--- src/rtl/layer_sequence_controller.sv ---
// Per-layer sequencer: starts the MAC array, then pulses the activation load, and
// advances through NUM_LAYERS layers, with a watchdog and an abort path back to IDLE.
module layer_sequence_controller #(
    parameter int unsigned NUM_LAYERS     = 2,
    parameter int unsigned TIMEOUT_CYCLES = 1024,
    parameter int unsigned CNT_W          = 11
) (
    input  logic       clk_i,
    input  logic       reset_i,
    input  logic       start_i,
    input  logic       abort_i,
    input  logic       mac_done_i,
    input  logic       act_done_i,
    output logic       mac_start_o,
    output logic       act_load_o,
    output logic [3:0] layer_sel_o,
    output logic       busy_o,
    output logic       done_o,
    output logic       error_o
);

    typedef enum logic [2:0] {
        S_IDLE, S_MAC_START, S_MAC_WAIT, S_ACT_LOAD, S_ACT_WAIT, S_FINISH, S_ERROR
    } state_t;

    localparam logic [3:0]       LAST_LAYER = 4'(NUM_LAYERS - 1);
    localparam logic [CNT_W-1:0] WDOG_LAST  = CNT_W'(TIMEOUT_CYCLES - 1);

    state_t           state_q;
    logic [CNT_W-1:0] wdog_q;
    logic [CNT_W-1:0] wdog_d;
    logic             mac_start_q, act_load_q, busy_q, done_q, error_q;
    logic [3:0]       layer_sel_q;
    logic             wdog_expired;

    assign wdog_d       = wdog_q + 1'b1;
    assign wdog_expired = (wdog_q == WDOG_LAST);

    always_ff @(posedge clk_i) begin
        if (reset_i) begin
            state_q     <= S_IDLE;
            wdog_q      <= '0;
            mac_start_q <= 1'b0;
            act_load_q  <= 1'b0;
            layer_sel_q <= '0;
            busy_q      <= 1'b0;
            done_q      <= 1'b0;
            error_q     <= 1'b0;
        end else begin
            // Strobes are single-cycle unless a transition below re-arms them.
            mac_start_q <= 1'b0;
            act_load_q  <= 1'b0;
            done_q      <= 1'b0;
            case (state_q)
                S_IDLE, S_ERROR: begin
                    if (start_i) begin
                        state_q     <= S_MAC_START;
                        layer_sel_q <= '0;
                        busy_q      <= 1'b1;
                        mac_start_q <= 1'b1;
                        error_q     <= 1'b0;
                    end else if (abort_i) begin
                        state_q <= S_IDLE;
                        error_q <= 1'b0;
                    end
                end
                S_MAC_START, S_ACT_LOAD: begin
                    if (abort_i) begin
                        state_q     <= S_IDLE;
                        busy_q      <= 1'b0;
                        layer_sel_q <= '0;
                    end else begin
                        wdog_q  <= '0;
                        state_q <= (state_q == S_MAC_START) ? S_MAC_WAIT : S_ACT_WAIT;
                    end
                end
                S_MAC_WAIT, S_ACT_WAIT: begin
                    // Priority: abort, then the done strobe, then the watchdog.
                    if (abort_i) begin
                        state_q     <= S_IDLE;
                        busy_q      <= 1'b0;
                        layer_sel_q <= '0;
                    end else if (state_q == S_MAC_WAIT && mac_done_i) begin
                        state_q    <= S_ACT_LOAD;
                        act_load_q <= 1'b1;
                    end else if (state_q == S_ACT_WAIT && act_done_i) begin
                        if (layer_sel_q == LAST_LAYER) begin
                            state_q <= S_FINISH;
                            done_q  <= 1'b1;
                            busy_q  <= 1'b0;
                        end else begin
                            state_q     <= S_MAC_START;
                            layer_sel_q <= layer_sel_q + 4'd1;
                            mac_start_q <= 1'b1;
                        end
                    end else if (wdog_expired) begin
                        state_q <= S_ERROR;
                        error_q <= 1'b1;
                        busy_q  <= 1'b0;
                    end else begin
                        wdog_q <= wdog_d;
                    end
                end
                S_FINISH: state_q <= S_IDLE;
                default:  state_q <= S_IDLE;
            endcase
        end
    end

    assign mac_start_o = mac_start_q;
    assign act_load_o  = act_load_q;
    assign layer_sel_o = layer_sel_q;
    assign busy_o      = busy_q;
    assign done_o      = done_q;
    assign error_o     = error_q;

endmodule

--- config.mk ---
export PLATFORM = sky130hd
export DESIGN_NAME = layer_sequence_controller
export DESIGN_NICKNAME = d
export VERILOG_FILES = /design/src/rtl/layer_sequence_controller.sv
export SDC_FILE = /design/constraint.sdc
export NUM_CORES = 1
export LEC_CHECK = 0
export BUFFER_PORTS_ARGS = -buffer_cell sky130_fd_sc_hd__buf_2
export CAP_MARGIN = 20
export CORE_MARGIN = 3
export CORE_UTILIZATION = 52
export CTS_CLUSTER_SIZE = 14
export DETAILED_ROUTE_END_ITERATION = 10
export PLACE_DENSITY = 0.71
export SLEW_MARGIN = 20
export SYNTH_ARGS = -nofsm -noshare
export SYNTH_HDL_FRONTEND = slang
export SYNTH_SLANG_ARGS = --single-unit
--- constraint.sdc ---
create_clock -name clk_i -period 1.83 [get_ports clk_i]
set_input_delay 0 -clock clk_i [delete_from_list [all_inputs] [get_ports clk_i]]
set_output_delay 0 -clock clk_i [all_outputs]
set_load 0.01 [all_outputs]
==> reports/metrics.yaml, run 1 <==
yosysMostFrequentCell: "dfxtp_1"
slew_viol_final: 0
r2r_start: "state_q[2]$_SDFFE_PP0P_"
syn2layout_area_growth_pct: 21.01
syn_inst: 173
worstPathArrival_ns: 2.03
drc: 0
synth-simple-area-share_pct: 33.39
cp-start-kind: "register"
pin_count: 15
die_area_sq_um: 3338
reg2reg_depth: 6
syn-cell-area_sq_um: 1394
synth_area_leaders: "dfxtp_1 33%, a21oi_1 4.7%, o21ai_0 4.3%, nand2_1 4.0%, nor2_1 3.5%"
crit_path_cell_trace: "or3b_4, or3_4, a211oi_4, buf_4, a21o_1, nand2_1"
initial_core_util_pct: 55.26
hold_viol: 0
critPathTopFamily: "simple AND/OR/NAND/NOR gates"
grt_max_degree: 19
synth_seq_cells: 23
gp_congestion: 0.8656
crit_path_end_kind: "register"
required_ns: 2.07
gr-total-overflow: 0
synth.distinct_cells: 52
placed_area_sq_um: 1594
die_x_um: 57.78
final_nets: 213
core-area_sq_um: 2522
synthArstFlopShare_pct: 0
drt_iter0_drc: 67
holdCritPathClass: "in2reg"
worstHoldPathCells: 2
setup_viol: 0
cts_buffers: 3
via_per_inst: 6.155
place_hpwl_um: 2410
crit_type: "reg2reg"
fin_skew_ns: 0.007591
r2r_setup_slack_ns: 0.04
synth_compound_area_share_pct: 22.08
cts_htree_levels: 1
fin_area_sq_um: 1687
slew_headroom_pct: 70.46
path_max_fanout: 3
synthMuxAreaShare_pct: 2.962
synth_top_area_cell: "dfxtp_1"
power.density_nw_per_um2: 523.3
fin_crit_sh_pct: 97.86
io_buffers: 14
ir_worst_vdd_mv: 0.4673
syn_nets: 182
root_buffer: "clkbuf_4"
drive_above_1_share_pct: 26.60
synth_edf_count: 0
p_leak_uw: 0.0006895
synth_top_family_by_area: "simple AND/OR/NAND/NOR gates"
cts_num_sinks: 23
synthTopCellsByCount: "23 x dfxtp_1, 15 x nand2_1, 13 x a21oi_1, 13 x nor2_1, 12 x o21ai_0"
die_h_um: 57.78
antenna_found_initial: 0
rsz0062_at_grt: "yes"
path_buf_inv: 1
clock.fmax_mhz: 558.4
wl_um: 3423
drtAntennaViolNets: 0
synth_area_per_cell_sq_um: 8.057
synth_xor_xnor_area_share_pct: 1.885
period_minus_slack_ns: 1.791
power_uw: 882.6
wire_per_inst_um: 14.69
synthAdderAreaFrac_pct: 2.693
cap_violations: 0
synth_top_area_share_pct: 33.03
clk_latency_ns: 0.32
via_count: 1434
grt_pass1_vias: 1212
cp_slowest_cell: "or3b_4"
diodes: 0
yosysSeqAreaShare_pct: 33.03
path_clk_slew_ns: 0.14
min-delay-start: "reset_i"
synth_flop_cell: "dfxtp_1"
cp_slowest_stage_delay_ns: 0.40
cts_tree: "built"
worstHoldEndpoint: "wdog_q[1]$_SDFFE_PP0P_"
yosys_warnings: 0
grt_usage_pct: 20.24
cts_buffer_depth: 2
outcome: "finished, final reports clean"
worst_slew_pin_slew_ns: 0.4402
grt_first_pass_wirelength_um: 5368
fp-row-count: 18
firstDrtPassIters: 4
worstReg2RegEnd: "wdog_q[4]$_SDFFE_PP0P_"
==> metal layers <==
metal | vias up | GRT usage, % | part of all wire (%)
met2 | 56 | 30.16 | 45
met4 | 0 | 7.947 | 2.5
met1 | 668 | 29.93 | 45
li1 | 701 | - | -
met5 | - | 0 | 0
met3 | 9 | 2.004 | 6.7
==> cells in the final DEF (no fill, tap or decap), drive strengths merged, types with 4 or more instances in the layout <==
master,count
a211oi,5
a21o,4
a21oi,13
buf,32
dfxtp,23
inv,5
nand2,15
nand2b,6
nand3,6
nand4,4
nor2,13
nor3,6
o21ai,13
or3,6
==> worst reg2reg max path, stage by stage (launching register included) <==
cell	delay, ns
dfxtp_2	0.36
or3b_4	0.40
or3_4	0.38
a211oi_4	0.28
buf_4	0.15
a21o_1	0.10
nand2_1	0.04
==> worst max path at each step <==
| stage | startpoint | endpoint | depth (start not counted) |
|---|---|---|---|
| 2_1_floorplan | layer_sel_o[1]$_SDFFE_PP0P_ | busy_o$_SDFFE_PP0P_ | 7 |
| 3_3_place_gp | layer_sel_o[1]$_SDFFE_PP0P_ | busy_o$_SDFFE_PP0P_ | 7 |
| 3_5_place_dp | state_q[2]$_SDFFE_PP0P_ | wdog_q[5]$_SDFFE_PP0P_ | 5 |
| 4_1_cts | state_q[2]$_SDFFE_PP0P_ | wdog_q[5]$_SDFFE_PP0P_ | 5 |
| 5_1_grt | state_q[0]$_SDFFE_PP0P_ | wdog_q[7]$_SDFFE_PP0P_ | 6 |
| 6_report | state_q[2]$_SDFFE_PP0P_ | wdog_q[4]$_SDFFE_PP0P_ | 6 |
==> flip-flops by register name, summed over array words and instances (netlist names) <==
signal	cells
done_o	1
wdog_q	11
layer_sel_o	4
error_o	1
mac_start_o	1
act_load_o	1
busy_o	1
state_q	3
==> metrics by stage <==
stage                     hold WS, ns  worst slack (ns)  cells  setup TNS, ns  utilization [%]
after floorplan                0.1566           0.02760    173              0                -
after global placement         0.3232           0.06670    227              0            63.19
after detailed placement       0.3337           0.02009    227              0            63.19
after CTS                     0.05843          0.003578    232              0            64.68
after global routing          0.09373          -0.06876    233        -0.1960            66.87
final                         0.06342           0.03919    233              0            66.87
==> where the power goes <==
group          switching, uW  internal, uW  leakage, uW
Sequential              2.80           508     0.000187
Clock                    164          82.0    0.0000177
Combinational           74.2          51.0     0.000485
Total                    241           641     0.000690
==> timing repair <==
item	in CTS	in global routing
resized for setup	0	11
buffers inserted	0	1
hold buffers	1	0
endpoints found under the hold margin	1	0
endpoints found under the setup margin	0	10
==> kinds of logic after synthesis <==
| group | count (synthesis) |
|---|---|
| simple gates | 80 |
| compound gates | 48 |
| flops | 23 |
| buf+inv | 12 |
| mux | 4 |
| xor+xnor | 3 |
| fa+ha+maj | 3 |
==> area by class of cell <==
type | count | area (sq um)
Multi-Input combinational cell | 138 | 924.6
Fill cell | 220 | 835.8
Tap cell | 30 | 37.54
Sequential cell | 23 | 462.9
Inverter | 5 | 18.77
Clock buffer | 3 | 22.52
Timing Repair Buffer | 33 | 215.2
Clock inverter | 1 | 5.005
(Power assumes the default switching activity.)
==> run 2: changes to the inputs <==
CORE_UTILIZATION = 54   (was 52)
CTS_BUF_LIST = sky130_fd_sc_hd__clkbuf_8   (was not set)
PLACE_DENSITY = 0.73   (was 0.71)
==> run 2 against run 1 <==
First-iteration DRC count decreased by 4.5%. Worst setup slack worse by 0.013 ns. Cell count fell by 2.1%. Wire length increased by 9.5%.
==> reports/metrics.yaml, run 2 (synthesized netlist as in run 1, its figures left out) <==
wl_um: 3747
drive_above_1_share_pct: 28.00
cts_tree: "built"
diodes: 0
largest_reg_flops: 11
min-delay-start: "mac_done_i"
die_area_sq_um: 3227
ir_worst_vdd_mv: 0.4887
io_buffers: 14
crit_path_end_kind: "register"
cts_buffers: 3
cts_htree_levels: 1
grt_max_degree: 19
top_register: "wdog_q"
finalNonFillerCells: 228
grt_usage_pct: 23.58
cp-start-kind: "register"
drc: 0
antenna_found_initial: 0
die_h_um: 56.81
place_hpwl_um: 2639
cts_num_sinks: 23
crit_type: "reg2reg"
outcome: "finished, final reports clean"
power_uw: 970.4
r2r_setup_slack_ns: 0.03
path_max_fanout: 4
syn2layout_area_growth_pct: 20.47
worstReg2RegEnd: "wdog_q[2]$_SDFFE_PP0P_"
most-common-layout-cells: "19 x dfxtp_1, 16 x buf_4, 14 x nand2_1, 14 x buf_2, 13 x a21oi_1"
grt_first_pass_wirelength_um: 6058
gr-total-overflow: 0
fin_crit_sh_pct: 98.54
grt_pass1_vias: 1308
period_minus_slack_ns: 1.803
via_per_inst: 6.461
slew_headroom_pct: 70.71
required_ns: 1.97
power.density_nw_per_um2: 577.9
worstHoldEndpoint: "act_load_o$_SDFF_PP0_"
r2r_start: "state_q[0]$_SDFFE_PP0P_"
cts_buffer_depth: 2
via_count: 1473
initial_core_util_pct: 60.12
slew_viol_final: 0
drt_iter0_drc: 64
setup_viol: 0
p_leak_uw: 0.0006681
place_inst: 224
reg2reg_depth: 6
clk_latency_ns: 0.27
holdCritPathClass: "in2reg"
hold_viol: 0
layout_commonest_cell: "dfxtp_1"
gp_congestion: 0.8250
post_cts_buffers: 0
worstPathArrival_ns: 1.94
clock.fmax_mhz: 554.5
core-area_sq_um: 2318
drtAntennaViolNets: 0
firstDrtPassIters: 4
final_nets: 210
worst_slew_pin_slew_ns: 0.4336
path_clk_slew_ns: 0.09
pin_count: 15
worstHoldPathCells: 3
wire_per_inst_um: 16.43
fp-row-count: 17
fin_skew_ns: 0.005816
rsz0062_at_grt: "yes"
cap_violations: 0
root_buffer: "clkbuf_8"
die_x_um: 56.81
-- run 2: cell types whose count changed in the layout (fill, tap and decap cells not counted), moves of 2 or more --
cell	delta
dfxtp_2	+2
buf_4	-2
clkbuf_8	+3
dfxtp_1	-2
clkbuf_4	-3
-- run 2: worst max-delay path by stage --
stage	startpoint	to	slack, ns
2_1_floorplan	layer_sel_o[1]$_SDFFE_PP0P_	busy_o$_SDFFE_PP0P_	0.03
3_3_place_gp	state_q[0]$_SDFFE_PP0P_	wdog_q[5]$_SDFFE_PP0P_	0.06
3_5_place_dp	layer_sel_o[1]$_SDFFE_PP0P_	busy_o$_SDFFE_PP0P_	0.02
4_1_cts	layer_sel_o[1]$_SDFFE_PP0P_	busy_o$_SDFFE_PP0P_	0.006
5_1_grt	layer_sel_o[1]$_SDFFE_PP0P_	busy_o$_SDFFE_PP0P_	-0.02
6_report	state_q[0]$_SDFFE_PP0P_	wdog_q[2]$_SDFFE_PP0P_	0.03
-- run 2: area by class of cell --
| cell class | instances | area, sq um |
|---|---|---|
| multi-input cells | 138 | 923.4 |
| fillers | 180 | 639.4 |
| flip-flops and latches | 23 | 465.4 |
| repair buffers | 30 | 190.2 |
| clock buffers | 3 | 41.29 |
| well taps | 28 | 35.03 |
| inverters | 5 | 18.77 |
| clock inverters | 1 | 5.005 |
-- run 2: critical path: stages (launching register included) --
cell and delay, ns:
dfxtp_1 0.32, or3b_4 0.42, nor3_2 0.15, buf_4 0.14
nor2_1 0.09, o311ai_1 0.37, o41ai_1 0.18
-- run 2: power breakdown --
group          internal (uW)  switching [uW]
logic                   51.2            79.6
registers                508            3.51
clock network            153             176
total                    711             259
-- run 2: stage by stage --
step	hold WS, ns	util [%]	TNS [ns]	area (sq um)	worst slack [ns]
CTS	0.04442	70.32	0	1630	0.006112
detailed placement	0.3285	68.32	0	1584	0.01819
finish	0.05230	72.42	0	1679	0.02666
floorplan	0.1566	-	0	1395	0.02760
global placement	0.3110	68.32	0	1584	0.05877
global route	0.07194	72.42	-0.03630	1679	-0.02217
-- run 2: timing repair --
item,CTS,global route
pin swaps,0,0
resized for setup,1,14
setup endpoints to repair,1,8
hold buffers,0,0
-- run 2: layer usage --
layer | GRT usage [%] | part of all wire (%) | vias up
li1 | - | - | 694
met3 | 4.138 | 8.4 | 9
met1 | 32.59 | 44 | 698
met4 | 5.960 | 1.8 | 0
met2 | 37.79 | 46 | 72
met5 | 0 | 0 | -
==> run 3: changes to the inputs <==
GPL_TIMING_DRIVEN = 0   (was not set)
==> run 3 against run 2 <==
Maximum frequency barely moved. Register-to-register slack about the same. Critical path depth down 1. Count of clock-buffer cells in the layout unchanged. Design area grew 3.0%. Worst setup slack hardly changed. Largest cell class unchanged. Cell count is 0.44% lower. Clock skew is 0.0028 ns lower. Sequential power hardly changed. Sequential share of layout area shrank 0.30 points. Highest routed layer unchanged.
==> reports/metrics.yaml, run 3 (synthesized netlist as in run 1, its figures left out) <==
via_count: 1436
holdCritPathClass: "in2reg"
fin_crit_sh_pct: 98.53
place_hpwl_um: 2352
crit_type: "reg2reg"
cp_slowest_stage_delay_ns: 0.41
startpoint: "state_q[0]$_SDFFE_PP0P_"
drive_above_1_share_pct: 29.65
die_area_sq_um: 3227
crit_path_end_kind: "register"
top_register: "wdog_q"
p_sw_share_pct: 26.00
netSwitchingPower_uw: 248.0
via_per_inst: 6.326
fp-row-count: 17
grt_first_pass_wirelength_um: 5637
syn2layout_area_growth_pct: 24.06
critical_path_depth: 5
p_leak_uw: 0.0006803
drtAntennaViolNets: 0
wl_um: 3497
most-common-layout-cells: "16 x dfxtp_1, 13 x nand2_1, 13 x buf_2"
gp_congestion: 0.9271
fin_skew_ns: 0.002972
cp_slowest_cell: "or3b_4"
clock.fmax_mhz: 554.6
cts_buffer_depth: 2
clk_latency_ns: 0.26
worstPathArrival_ns: 1.96
required_ns: 1.99
die_x_um: 56.81
wire_per_inst_um: 15.41
rsz0062_at_grt: "yes"
cts_num_sinks: 23
power.density_nw_per_um2: 551.6
power.internal_uw: 705.8
path_max_fanout: 3
hold_viol: 0
r2r_start: "state_q[0]$_SDFFE_PP0P_"
setup_tns_ns: 0
cts_tree: "built"
root_buffer: "clkbuf_8"
slew_viol_final: 0
cts_buffers: 3
diodes: 0
slew_headroom_pct: 64.28
path_clk_slew_ns: 0.08
drc: 0
cap_violations: 0
pin_count: 15
grt_max_degree: 13
clockPowerShare_pct: 32.8
die_h_um: 56.81
grt_usage_pct: 21.88
gr-total-overflow: 0
largest_reg_flops: 11
cp-start-kind: "register"
worst_slew_pin_slew_ns: 0.5358
antenna_found_initial: 0
hold_buffers: 0
cts_htree_levels: 1
worstHoldPathCells: 3
ir_worst_vdd_mv: 0.4315
io_buffers: 13
pwr-share-comb_pct: 13.8
core-area_sq_um: 2318
layout_commonest_cell: "dfxtp_1"
pwr-share-seq_pct: 53.5
setup_viol: 0
outcome: "finished, final reports clean"
crit_path_cell_trace: "or3b_4, or3_4, a211oi_4, nand4_1, mux2i_1"
power_uw: 953.8
initial_core_util_pct: 60.12
min-delay-start: "mac_done_i"
period_minus_slack_ns: 1.803
path_buf_inv: 0
drt_iter0_drc: 66
grt_pass1_vias: 1262
critPathTopFamily: "simple AND/OR/NAND/NOR gates"
firstDrtPassIters: 4
final_nets: 209
reg2reg_depth: 5
[run 3: path summary, 6_finish.rpt]
path,slack [ns],endpoint
worst max-delay path,0.03,wdog_q[6]$_SDFFE_PP0P_
worst min-delay path,0.05,act_load_o$_SDFF_PP0_
worst max register to register,0.03,wdog_q[6]$_SDFFE_PP0P_
worst min register to register,0.47,error_o$_SDFFE_PP0P_
[run 3: power by group through the flow]
stage	Combinational [uW]	Clock [uW]	Sequential [uW]
after floorplan	75.3	0	525
after global placement	109	0	523
after detailed placement	110	0	523
after CTS	115	320	509
after global routing	144	339	511
final	131	313	510
[run 3: stage by stage]
step / hold slack (ns) / util (%) / area (sq um) / instances / worst slack [ns]
after floorplan: 0.1566 / - / 1395 / 173 / 0.02760
after global placement: 0.3093 / 64.49 / 1495 / 214 / -0.1362
after detailed placement: 0.3131 / 64.49 / 1495 / 214 / -0.1875
after CTS: 0.03310 / 68.75 / 1594 / 220 / -0.04300
after global routing: 0.05202 / 74.58 / 1729 / 227 / -0.03205
final: 0.05178 / 74.58 / 1729 / 227 / 0.02686
[run 3: area by class of cell]
type / instances / area (sq um)
Clock inverter: 1 / 3.754
Timing Repair Buffer: 23 / 140.1
Clock buffer: 3 / 41.29
Multi-Input combinational cell: 138 / 985.9
Fill cell: 169 / 589.3
Inverter: 5 / 18.77
Tap cell: 28 / 35.03
Sequential cell: 23 / 474.2
Buffer: 6 / 30.03
[run 3: timing repair]
action,CTS,global route
gates resized for setup,14,20
setup buffers,3,7
endpoints found under the setup margin,6,9
pin swaps,5,12
[run 3: worst reg2reg max path, stage by stage, from the launching register on]
cell,delay [ns]
dfxtp_4,0.36
or3b_4,0.41
or3_4,0.38
a211oi_4,0.28
nand4_1,0.15
mux2i_1,0.13
[run 3: per-layer routing]
metal | wire, um | GRT usage [%]
met3 | 330 | 3.678
met5 | 0 | 0
met2 | 1537 | 32.51
met1 | 1561 | 31.10
met4 | 67 | 8.940
